## src/rtl/scr1_mem_arbiter_pkg.sv

```systemverilog
// rtl/scr1_mem_arbiter_pkg.sv - shared memory-interface types and arbiter FSM encoding
package scr1_mem_arbiter_pkg;

    localparam int SCR1_DMEM_AWIDTH = 32;
    localparam int SCR1_DMEM_DWIDTH = 32;

    typedef enum logic [1:0] {
        SCR1_MEM_CMD_RD    = 2'b00,
        SCR1_MEM_CMD_WR    = 2'b01,
        SCR1_MEM_CMD_ERROR = 2'b11
    } type_scr1_mem_cmd_e;

    typedef enum logic [1:0] {
        SCR1_MEM_RESP_NOTRDY = 2'b00,
        SCR1_MEM_RESP_RDY_OK = 2'b01,
        SCR1_MEM_RESP_RDY_ER = 2'b10
    } type_scr1_mem_resp_e;

    typedef enum logic {
        SCR1_ARB_ADDR = 1'b0,
        SCR1_ARB_DATA = 1'b1
    } type_scr1_arb_fsm_e;

endpackage

```

## src/rtl/scr1_arb_rr2.sv

```systemverilog
// rtl/scr1_arb_rr2.sv - two-way grant logic with last-winner register
module scr1_arb_rr2 (
    input  logic clk,
    input  logic rst,
    input  logic rr_mode,
    input  logic req0,
    input  logic req1,
    input  logic upd,
    output logic gnt
);

    logic last_q;
    logic last_d;

    // Grant select: contention resolved by mode, single requester always wins
    always_comb begin
        gnt = req1;
        if (req0 && req1) begin
            gnt = rr_mode ? ~last_q : 1'b0;
        end
    end

    // Remember the winner of each accepted request
    always_comb begin
        last_d = upd ? gnt : last_q;
    end

    // last resets to m1 so m0 takes the first contended grant
    always_ff @(posedge clk or posedge rst) begin
        if (rst) begin
            last_q <= 1'b1;
        end else begin
            last_q <= last_d;
        end
    end

endmodule

```

## src/rtl/scr1_mem_arbiter.sv

```systemverilog
// rtl/scr1_mem_arbiter.sv - two-master to one-slave SCR1 memory port arbiter
module scr1_mem_arbiter
    import scr1_mem_arbiter_pkg::*;
#(
    parameter bit SCR1_ARB_RR = 1'b1,
    parameter int SCR1_AWIDTH = SCR1_DMEM_AWIDTH,
    parameter int SCR1_DWIDTH = SCR1_DMEM_DWIDTH
) (
    input  logic                   clk,
    input  logic                   rst,
    input  logic                   m0_req,
    output logic                   m0_req_ack,
    input  type_scr1_mem_cmd_e     m0_cmd,
    input  logic [SCR1_AWIDTH-1:0] m0_addr,
    input  logic [SCR1_DWIDTH-1:0] m0_wdata,
    output logic [SCR1_DWIDTH-1:0] m0_rdata,
    output type_scr1_mem_resp_e    m0_resp,
    input  logic                   m1_req,
    output logic                   m1_req_ack,
    input  type_scr1_mem_cmd_e     m1_cmd,
    input  logic [SCR1_AWIDTH-1:0] m1_addr,
    input  logic [SCR1_DWIDTH-1:0] m1_wdata,
    output logic [SCR1_DWIDTH-1:0] m1_rdata,
    output type_scr1_mem_resp_e    m1_resp,
    output logic                   s_req,
    input  logic                   s_req_ack,
    output type_scr1_mem_cmd_e     s_cmd,
    output logic [SCR1_AWIDTH-1:0] s_addr,
    output logic [SCR1_DWIDTH-1:0] s_wdata,
    input  logic [SCR1_DWIDTH-1:0] s_rdata,
    input  type_scr1_mem_resp_e    s_resp
);

    type_scr1_arb_fsm_e state_q;
    type_scr1_arb_fsm_e state_d;
    logic               own_q;
    logic               own_d;
    logic               win;
    logic               any_req;
    logic               accept;
    logic               gnt;

    // A new request may be taken when idle or as the current one completes OK
    assign win     = (state_q == SCR1_ARB_ADDR) ||
                     ((state_q == SCR1_ARB_DATA) && (s_resp == SCR1_MEM_RESP_RDY_OK));
    assign any_req = m0_req | m1_req;
    assign accept  = s_req & s_req_ack;

    scr1_arb_rr2 i_arb (
        .clk     (clk),
        .rst     (rst),
        .rr_mode (SCR1_ARB_RR),
        .req0    (m0_req),
        .req1    (m1_req),
        .upd     (accept),
        .gnt     (gnt)
    );

    // State and owner registers; reset drops any outstanding transaction
    always_ff @(posedge clk or posedge rst) begin
        if (rst) begin
            state_q <= SCR1_ARB_ADDR;
            own_q   <= 1'b0;
        end else begin
            state_q <= state_d;
            own_q   <= own_d;
        end
    end

    // Next state: acceptance wins, otherwise any final response returns to idle
    always_comb begin
        state_d = state_q;
        own_d   = own_q;
        if (accept) begin
            state_d = SCR1_ARB_DATA;
            own_d   = gnt;
        end else if ((state_q == SCR1_ARB_DATA) && (s_resp != SCR1_MEM_RESP_NOTRDY)) begin
            state_d = SCR1_ARB_ADDR;
        end
    end

    // Outputs: forward granted request, route response to the current owner
    always_comb begin
        s_req      = win & any_req & ~rst;
        s_cmd      = SCR1_MEM_CMD_ERROR;
        if (any_req) begin
            s_cmd = gnt ? m1_cmd : m0_cmd;
        end
        s_addr     = gnt ? m1_addr  : m0_addr;
        s_wdata    = gnt ? m1_wdata : m0_wdata;
        m0_req_ack = s_req & s_req_ack & ~gnt & m0_req;
        m1_req_ack = s_req & s_req_ack &  gnt & m1_req;
        m0_rdata   = s_rdata;
        m1_rdata   = s_rdata;
        m0_resp    = SCR1_MEM_RESP_NOTRDY;
        m1_resp    = SCR1_MEM_RESP_NOTRDY;
        if (state_q == SCR1_ARB_DATA) begin
            if (own_q) begin
                m1_resp = s_resp;
            end else begin
                m0_resp = s_resp;
            end
        end
    end

`ifdef SCR1_SIM_ENV
    a_no_x_req : assert property (@(posedge clk) disable iff (rst) !$isunknown(s_req));
    a_no_x_cmd : assert property (@(posedge clk) disable iff (rst) s_req |-> !$isunknown(s_cmd));
    a_one_ack  : assert property (@(posedge clk) disable iff (rst) !(m0_req_ack && m1_req_ack));
    a_m0_resp  : assert property (@(posedge clk) disable iff (rst)
                     (m0_resp != SCR1_MEM_RESP_NOTRDY) |-> (state_q == SCR1_ARB_DATA && !own_q));
    a_m1_resp  : assert property (@(posedge clk) disable iff (rst)
                     (m1_resp != SCR1_MEM_RESP_NOTRDY) |-> (state_q == SCR1_ARB_DATA && own_q));
`endif

endmodule

```

## config.mk

```make
export PLATFORM = sky130hd
export DESIGN_NAME = scr1_mem_arbiter
export DESIGN_NICKNAME = d
export VERILOG_FILES = /design/src/rtl/scr1_mem_arbiter_pkg.sv /design/src/rtl/scr1_arb_rr2.sv /design/src/rtl/scr1_mem_arbiter.sv
export SDC_FILE = /design/constraint.sdc
export NUM_CORES = 1
export LEC_CHECK = 0
export ABC_CLOCK_PERIOD_IN_PS = 2400
export CELL_PAD_IN_SITES_DETAIL_PLACEMENT = 0
export CELL_PAD_IN_SITES_GLOBAL_PLACEMENT = 1
export CORE_ASPECT_RATIO = 1.4
export CORE_MARGIN = 4
export CORE_UTILIZATION = 11
export CTS_CLUSTER_DIAMETER = 200
export DETAILED_ROUTE_END_ITERATION = 7
export PLACE_DENSITY_LB_ADDON = 0.25
export SLEW_MARGIN = 10
export SYNTH_ARGS = -nofsm -noshare
export SYNTH_HDL_FRONTEND = slang
export SYNTH_HIERARCHICAL = 1
export SYNTH_SLANG_ARGS = --single-unit
```

## constraint.sdc

```tcl
create_clock -name clk -period 2.4 [get_ports clk]
set_input_delay 0.36 -clock clk [delete_from_list [all_inputs] [get_ports clk]]
set_output_delay 0.36 -clock clk [all_outputs]
set_load 0.02 [all_outputs]
```

==> impl_metrics.py, run 1 <==
metrics = {
    "outcome": {
        "status": "completed",
    },
    "floorplan": {
        "start_util": 0.1129,
        "dieArea_mm2": 0.01584,
        "chipWidth_um": 107.5,
        "pin_count": 308,
        "die_height_um": 147.3,
        "rows": 50,
        "core_area_mm2": 0.01351,
    },
    "cts": {
        "cts_buffers": 3,
        "clock-sinks": 3,
        "clk_latency_ns": 0.22,
        "cts_hold_buf": 0,
        "cts.clk_slew.worst_paths_ns": 0.03,
        "clockRootBuffer": "clkbuf_16",
        "htree_levels": 1,
        "clock_path_buffers": 2,
        "tritoncts": "done",
    },
    "synthesis": {
        "yosysSeqAreaShare": 0.05004,
        "yosys_register_bits": 3,
        "synth_top_area_share": 0.4725,
        "synthTopCellsByArea": "mux2_2, buf_4, dfrtp_1, buf_2, mux2i_1",
        "syn-num-nets": 337,
        "synth_top_flop_cell": "dfrtp_1",
        "synth_mux_area_frac": 0.5021,
        "async_reset_ff_frac": 1.000,
        "syn_avg_cell_area_um2": 9.188,
        "synth_top_area_cell": "mux2_2",
        "syn_inst": 166,
        "yosysUniqueCellTypes": 22,
        "synth-simple-area-share": 0.05332,
        "synth_compound_area_frac": 0.04430,
        "synth-adder-area-share": 0,
        "synth-xor-area-share": 0,
        "synth_top_family_by_area": "multiplexers",
        "netlist_area_mm2": 0.001525,
        "synth_common_cells": "buf_4, mux2_2, buf_2",
        "synth_edf_count": 0,
        "synth_warnings": 6,
    },
    "worst_setup_path": {
        "setup.worst_path.start": "s_resp[0]",
        "slowest_stage": "clkdlybuf4s50_1",
        "crit_path_max_fanout": 4,
        "cp.buffers_inverters": 2,
        "cp_top_family": "buffers and inverters",
        "worstSetupEndpointType": "primary output",
        "critPathKind": "input pin to primary output",
        "start_kind": "input pin",
        "crit-reg2reg-launch": "i_arb/last_q",
        "path_cells": "clkdlybuf4s50_1 -> nand2b_4 -> a2111oi_4 -> and3b_2 -> dlygate4sd2_1",
        "arrival_ns": 1.95,
        "required_ns": 2.04,
        "max_stage_delay_ns": 0.53,
    },
    "routing": {
        "first_iter_violations": 16,
        "wl_per_cell_um": 15.43,
        "antenna_left": 0,
        "via_per_inst": 3.493,
        "drcViolationCount": 0,
        "dr.pass1.iters": 2,
        "routed_wl_um": 7853,
        "num_vias": 1778,
    },
    "timing": {
        "setup_ws_ns": 0.08877,
        "final_hold_viol_count": 0,
        "max_freq_mhz": 432.7,
        "slew_violations": 0,
        "skew_ns": 0.001002,
        "fin_hold_ws_ns": 0.5529,
        "rsz0062_at_grt": "no",
        "finalSetupTns_ns": 0,
        "period_needed_ns": 2.311,
        "finalSetupViolCount": 0,
        "finalCritPeriodShare": 0.9630,
    },
    "pwr": {
        "comb_power_share": 0.708,
        "power_density_mw_per_mm2": 317.5,
        "power_mw": 1.140,
        "seqPwrFrac": 0.061,
        "swShare": 0.3291,
        "power.leakage_nw": 1.462,
        "clockPowerShare": 0.231,
        "peakVddDrop_v": 0.0001465,
        "cell_internal_pwr_mw": 0.7646,
        "p_switching_mw": 0.3750,
    },
    "layout": {
        "n_antenna_cell": 0,
        "drive_gt1_frac": 0.3364,
        "final_util": 0.2656,
        "layout.nets": 499,
        "area_growth_pct": 135.4,
        "fillers": 1509,
    },
    "placed_design": {
        "pre_cts_slack_ns": -0.2980,
        "portBuffers": 211,
        "hpwlAfterDp_um": 6347,
        "place_congestion": 0.7036,
    },
    "min_path": {
        "hold_path_class": "input pin to asynchronous set/reset pin",
    },
    "global_route": {
        "grt_pass1_vias": 2029,
        "grt_overflow": 0,
        "track_usage": 0.09290,
        "grt_first_pass_wirelength_um": 11270,
        "antenna_found_initial": 0,
        "grt_max_degree": 18,
    },
    "flow_run": {
        "max_cap_violations": 0,
    },
}
[repair_timing]
action                                  in CTS  in global routing
gates cloned                                 3                  0
gates resized for setup                     90                 19
setup buffers                                5                  0
endpoints found under the setup margin      64                 10
pin swaps                                    1                  1
[path summary, 6_finish.rpt]
path | to | slack, ns | cells after the start
max in group asynchronous | i_arb/last_q | 1.68 | 3
max | m0_req_ack | 0.09 | 5
max reg2reg | own_q | 0.98 | 5
min in group clk | i_arb/last_q | 0.56 | 2
min | state_q | 0.55 | 3
min reg2reg | i_arb/last_q | 0.56 | 2
[worst reg2reg max path: stages, from the launching register on]
cell and delay, ns:
dfstp_2 0.52, nand2b_4 0.13, a21boi_4 0.06, buf_4 0.16
buf_16 0.16, mux2_4 0.26
[kinds of logic after synthesis]
family | count (synthesis)
buffers and inverters | 75
muxes | 68
and+or+nand+nor | 12
AOI/OAI and AO/OA | 7
DFF | 3
other | 1
[final cells by class]
type                            instances  area, um2  area share
Timing Repair Buffer                  229       2266      0.6312
Clock buffer                            4      78.83     0.02196
Multi-Input combinational cell         88      929.6      0.2590
Inverter                                3      11.26    0.003137
Sequential cell                         3      76.32     0.02126
Tap cell                              182      227.7     0.06344
[cells in the final DEF, fill, tap and decap left out, drive strengths merged, types with 2 or more instances in the layout]
cell | synthesis | layout
nand2 | 2 | 2
mux2 | 65 | 65
o21ai | 2 | 2
buf | 71 | 27
clkdlybuf4s50 | 0 | 141
mux2i | 3 | 3
dfrtp | 2 | 2
dlygate4sd2 | 0 | 45
nand2b | 2 | 2
clkbuf | 1 | 7
nor2 | 4 | 4
clkdlybuf4s15 | 0 | 13
and3 | 3 | 3
inv | 3 | 3
[through the flow]
stage                     area (um2)  cells
final                           3590    509
after detailed placement        3447    497
after floorplan                 1525    166
after global routing            3590    509
after global placement          3447    497
after CTS                       3596    509
[flip-flops by register name, indices dropped and copies added (netlist names)]
name,cells
i_arb/last_q,1
own_q,1
state_q,1
[power groups by stage]
stage | logic, mW | registers, mW | clock network (mW)
global route | 0.859 | 0.0716 | 0.278
global placement | 0.831 | 0.0705 | 0
CTS | 0.822 | 0.0698 | 0.269
floorplan | 0.501 | 0.0698 | 0
finish | 0.807 | 0.0696 | 0.263
detailed placement | 0.827 | 0.0702 | 0
[layer usage]
metal	vias up	track usage	share of wire
met4	0	0.02780	0.016
met5	-	0	0
met1	792	0.09036	0.33
li1	834	-	-
met3	13	0.03560	0.12
met2	139	0.1775	0.54
Power figures use the tool's default switching activity.
==> inputs of run 2 (changes only) <==
==> constraint.sdc (replaced) <==
create_clock -name clk -period 2.4 [get_ports clk]
set_input_delay 0.6 -clock clk [delete_from_list [all_inputs] [get_ports clk]]
set_output_delay 0.6 -clock clk [all_outputs]
set_load 0.02 [all_outputs]
==> impl_metrics.py, run 2 (synthesis results as in run 1) <==
metrics = {
    "timing": {
        "fin_hold_ws_ns": 0.5614,
        "max_freq_mhz": 411.9,
        "rsz0062_at_grt": "yes",
        "setup_ws_ns": -0.02750,
        "finalCritPeriodShare": 1.011,
        "skew_ns": 0.0006531,
        "finalSetupTns_ns": -0.1530,
        "final_hold_viol_count": 0,
        "finalSetupViolCount": 17,
        "slew_violations": 0,
        "period_needed_ns": 2.428,
    },
    "routing": {
        "routed_wl_um": 9212,
        "wl_per_cell_um": 17.48,
        "antenna_left": 0,
        "num_vias": 1875,
        "first_iter_violations": 31,
        "dr.pass1.iters": 2,
        "drcViolationCount": 0,
        "via_per_inst": 3.558,
    },
    "layout": {
        "drive_gt1_frac": 0.5333,
        "fillers": 1443,
        "multi_input_area_mm2": 0.001099,
        "reg_top3": "i_arb/last_q x1, own_q x1, state_q x1",
        "n_antenna_cell": 0,
        "final_common_cell": "clkdlybuf4s50_1",
        "finalInstanceArea_mm2": 0.004109,
        "layout.nets": 517,
        "seqCellArea_um2": 76.32,
        "area_growth_pct": 169.4,
        "final_cell_mix": "clkdlybuf4s50_1, buf_6, mux2_4, buf_4, mux2_2",
    },
    "global_route": {
        "grt_max_degree": 19,
        "track_usage": 0.09740,
        "grt_first_pass_wirelength_um": 11770,
        "grt_overflow": 0,
        "grt_pass1_vias": 2078,
        "antenna_found_initial": 0,
    },
    "floorplan": {
        "pin_count": 308,
        "start_util": 0.1129,
        "rows": 50,
        "chipWidth_um": 107.5,
        "core_area_mm2": 0.01351,
        "die_height_um": 147.3,
        "dieArea_mm2": 0.01584,
    },
    "pwr": {
        "peakVddDrop_v": 0.0001573,
        "power_density_mw_per_mm2": 334.5,
        "swShare": 0.3189,
        "cell_internal_pwr_mw": 0.9361,
        "power.leakage_nw": 1.842,
        "p_switching_mw": 0.4384,
        "clockPowerShare": 0.192,
        "seqPwrFrac": 0.051,
        "comb_power_share": 0.757,
        "power_mw": 1.375,
    },
    "placed_design": {
        "hpwlAfterDp_um": 6523,
        "portBuffers": 211,
        "place_congestion": 0.7040,
        "placed_cell_area_mm2": 0.003455,
    },
    "min_path": {
        "hold_path_class": "input pin to asynchronous set/reset pin",
    },
    "cts": {
        "cts_buffers": 3,
        "clk_latency_ns": 0.22,
        "tritoncts": "done",
        "cts.clk_slew.worst_paths_ns": 0.03,
        "htree_levels": 1,
        "clock_path_buffers": 2,
        "cts_hold_buf": 0,
        "clockRootBuffer": "clkbuf_16",
        "clock-sinks": 3,
    },
    "worst_setup_path": {
        "reg2regPathDepth": 6,
        "start_kind": "flip-flop",
        "required_ns": 1.80,
        "critPathKind": "flip-flop to primary output",
        "slowest_stage": "dfstp_2",
        "max_stage_delay_ns": 0.36,
        "endpoint": "s_addr[4]",
        "path_cells": "nand2b_4 -> a21boi_4 -> buf_12 -> buf_16 -> buf_6 -> mux2_4 -> buf_6",
        "crit-reg2reg-launch": "state_q",
        "cp_common_cell": "buf_6",
        "arrival_ns": 1.83,
        "r2r_setup_slack_ns": 0.75,
        "setup.worst_path.start": "i_arb/last_q",
        "r2r-end": "own_q",
        "crit_path_max_fanout": 5,
        "worstSetupEndpointType": "primary output",
    },
    "flow_run": {
        "max_cap_violations": 0,
    },
    "outcome": {
        "status": "complete, but fails checks",
        "violations": "setup timing",
    },
}
run 2: per-stage QoR:
| stage | setup slack (ns) | utilization | std cells |
|---|---|---|---|
| after floorplan | 0.01670 | - | 166 |
| after global placement | -0.7866 | 0.2556 | 498 |
| after detailed placement | -0.7883 | 0.2556 | 498 |
| after CTS | -0.2112 | 0.2647 | 520 |
| after global routing | -0.08871 | 0.3041 | 527 |
| final | -0.02750 | 0.3041 | 527 |
run 2: critical path: cells and delay by family (launching register included):
family | cells | cell delay (ns)
AOI/OAI and AO/OA | 1 | 0.23
buffers and inverters | 4 | 0.54
DFF | 1 | 0.36
muxes | 1 | 0.32
and+or+nand+nor | 1 | 0.14
run 2: how the worst min path moves through the flow:
| stage | to | cells after the start | from |
|---|---|---|---|
| 4_1_cts | i_arb/last_q | 2 | i_arb/last_q |
| 2_1_floorplan | own_q | 1 | rst |
| 6_report | state_q | 3 | rst |
| 5_1_grt | state_q | 3 | rst |
| 3_5_place_dp | i_arb/last_q | 2 | i_arb/last_q |
| 3_3_place_gp | i_arb/last_q | 2 | i_arb/last_q |
run 2: power by group through the flow:
stage          clock, mW  sequential [mW]  combinational [mW]
5_1_grt            0.279           0.0714                1.10
4_1_cts            0.266           0.0703               0.871
3_5_place_dp           0           0.0701               0.833
2_1_floorplan          0           0.0698               0.501
6_report           0.264           0.0703                1.04
3_3_place_gp           0           0.0704               0.834
run 2: cell type report:
class	instances	share of cell area
sequential	3	0.01857
multi-input combinational	88	0.2674
timing repair buffer	247	0.6367
tap	182	0.05542
clock buffer	4	0.01918
inverter	3	0.002741
run 2: repair_timing:
action,in CTS,in global routing
resized for setup,302,144
endpoints found under the hold margin,0,0
setup buffers,13,5
setup endpoints to repair,73,65
pin swaps,2,3
cloned,5,5
run 2: per-layer routing:
metal	wire, um	track usage	up-vias
li1	-	-	868
met1	3210	0.09279	857
met2	4842	0.1896	138
met3	1044	0.04044	12
met4	115	0.02211	0
met5	0	0	-
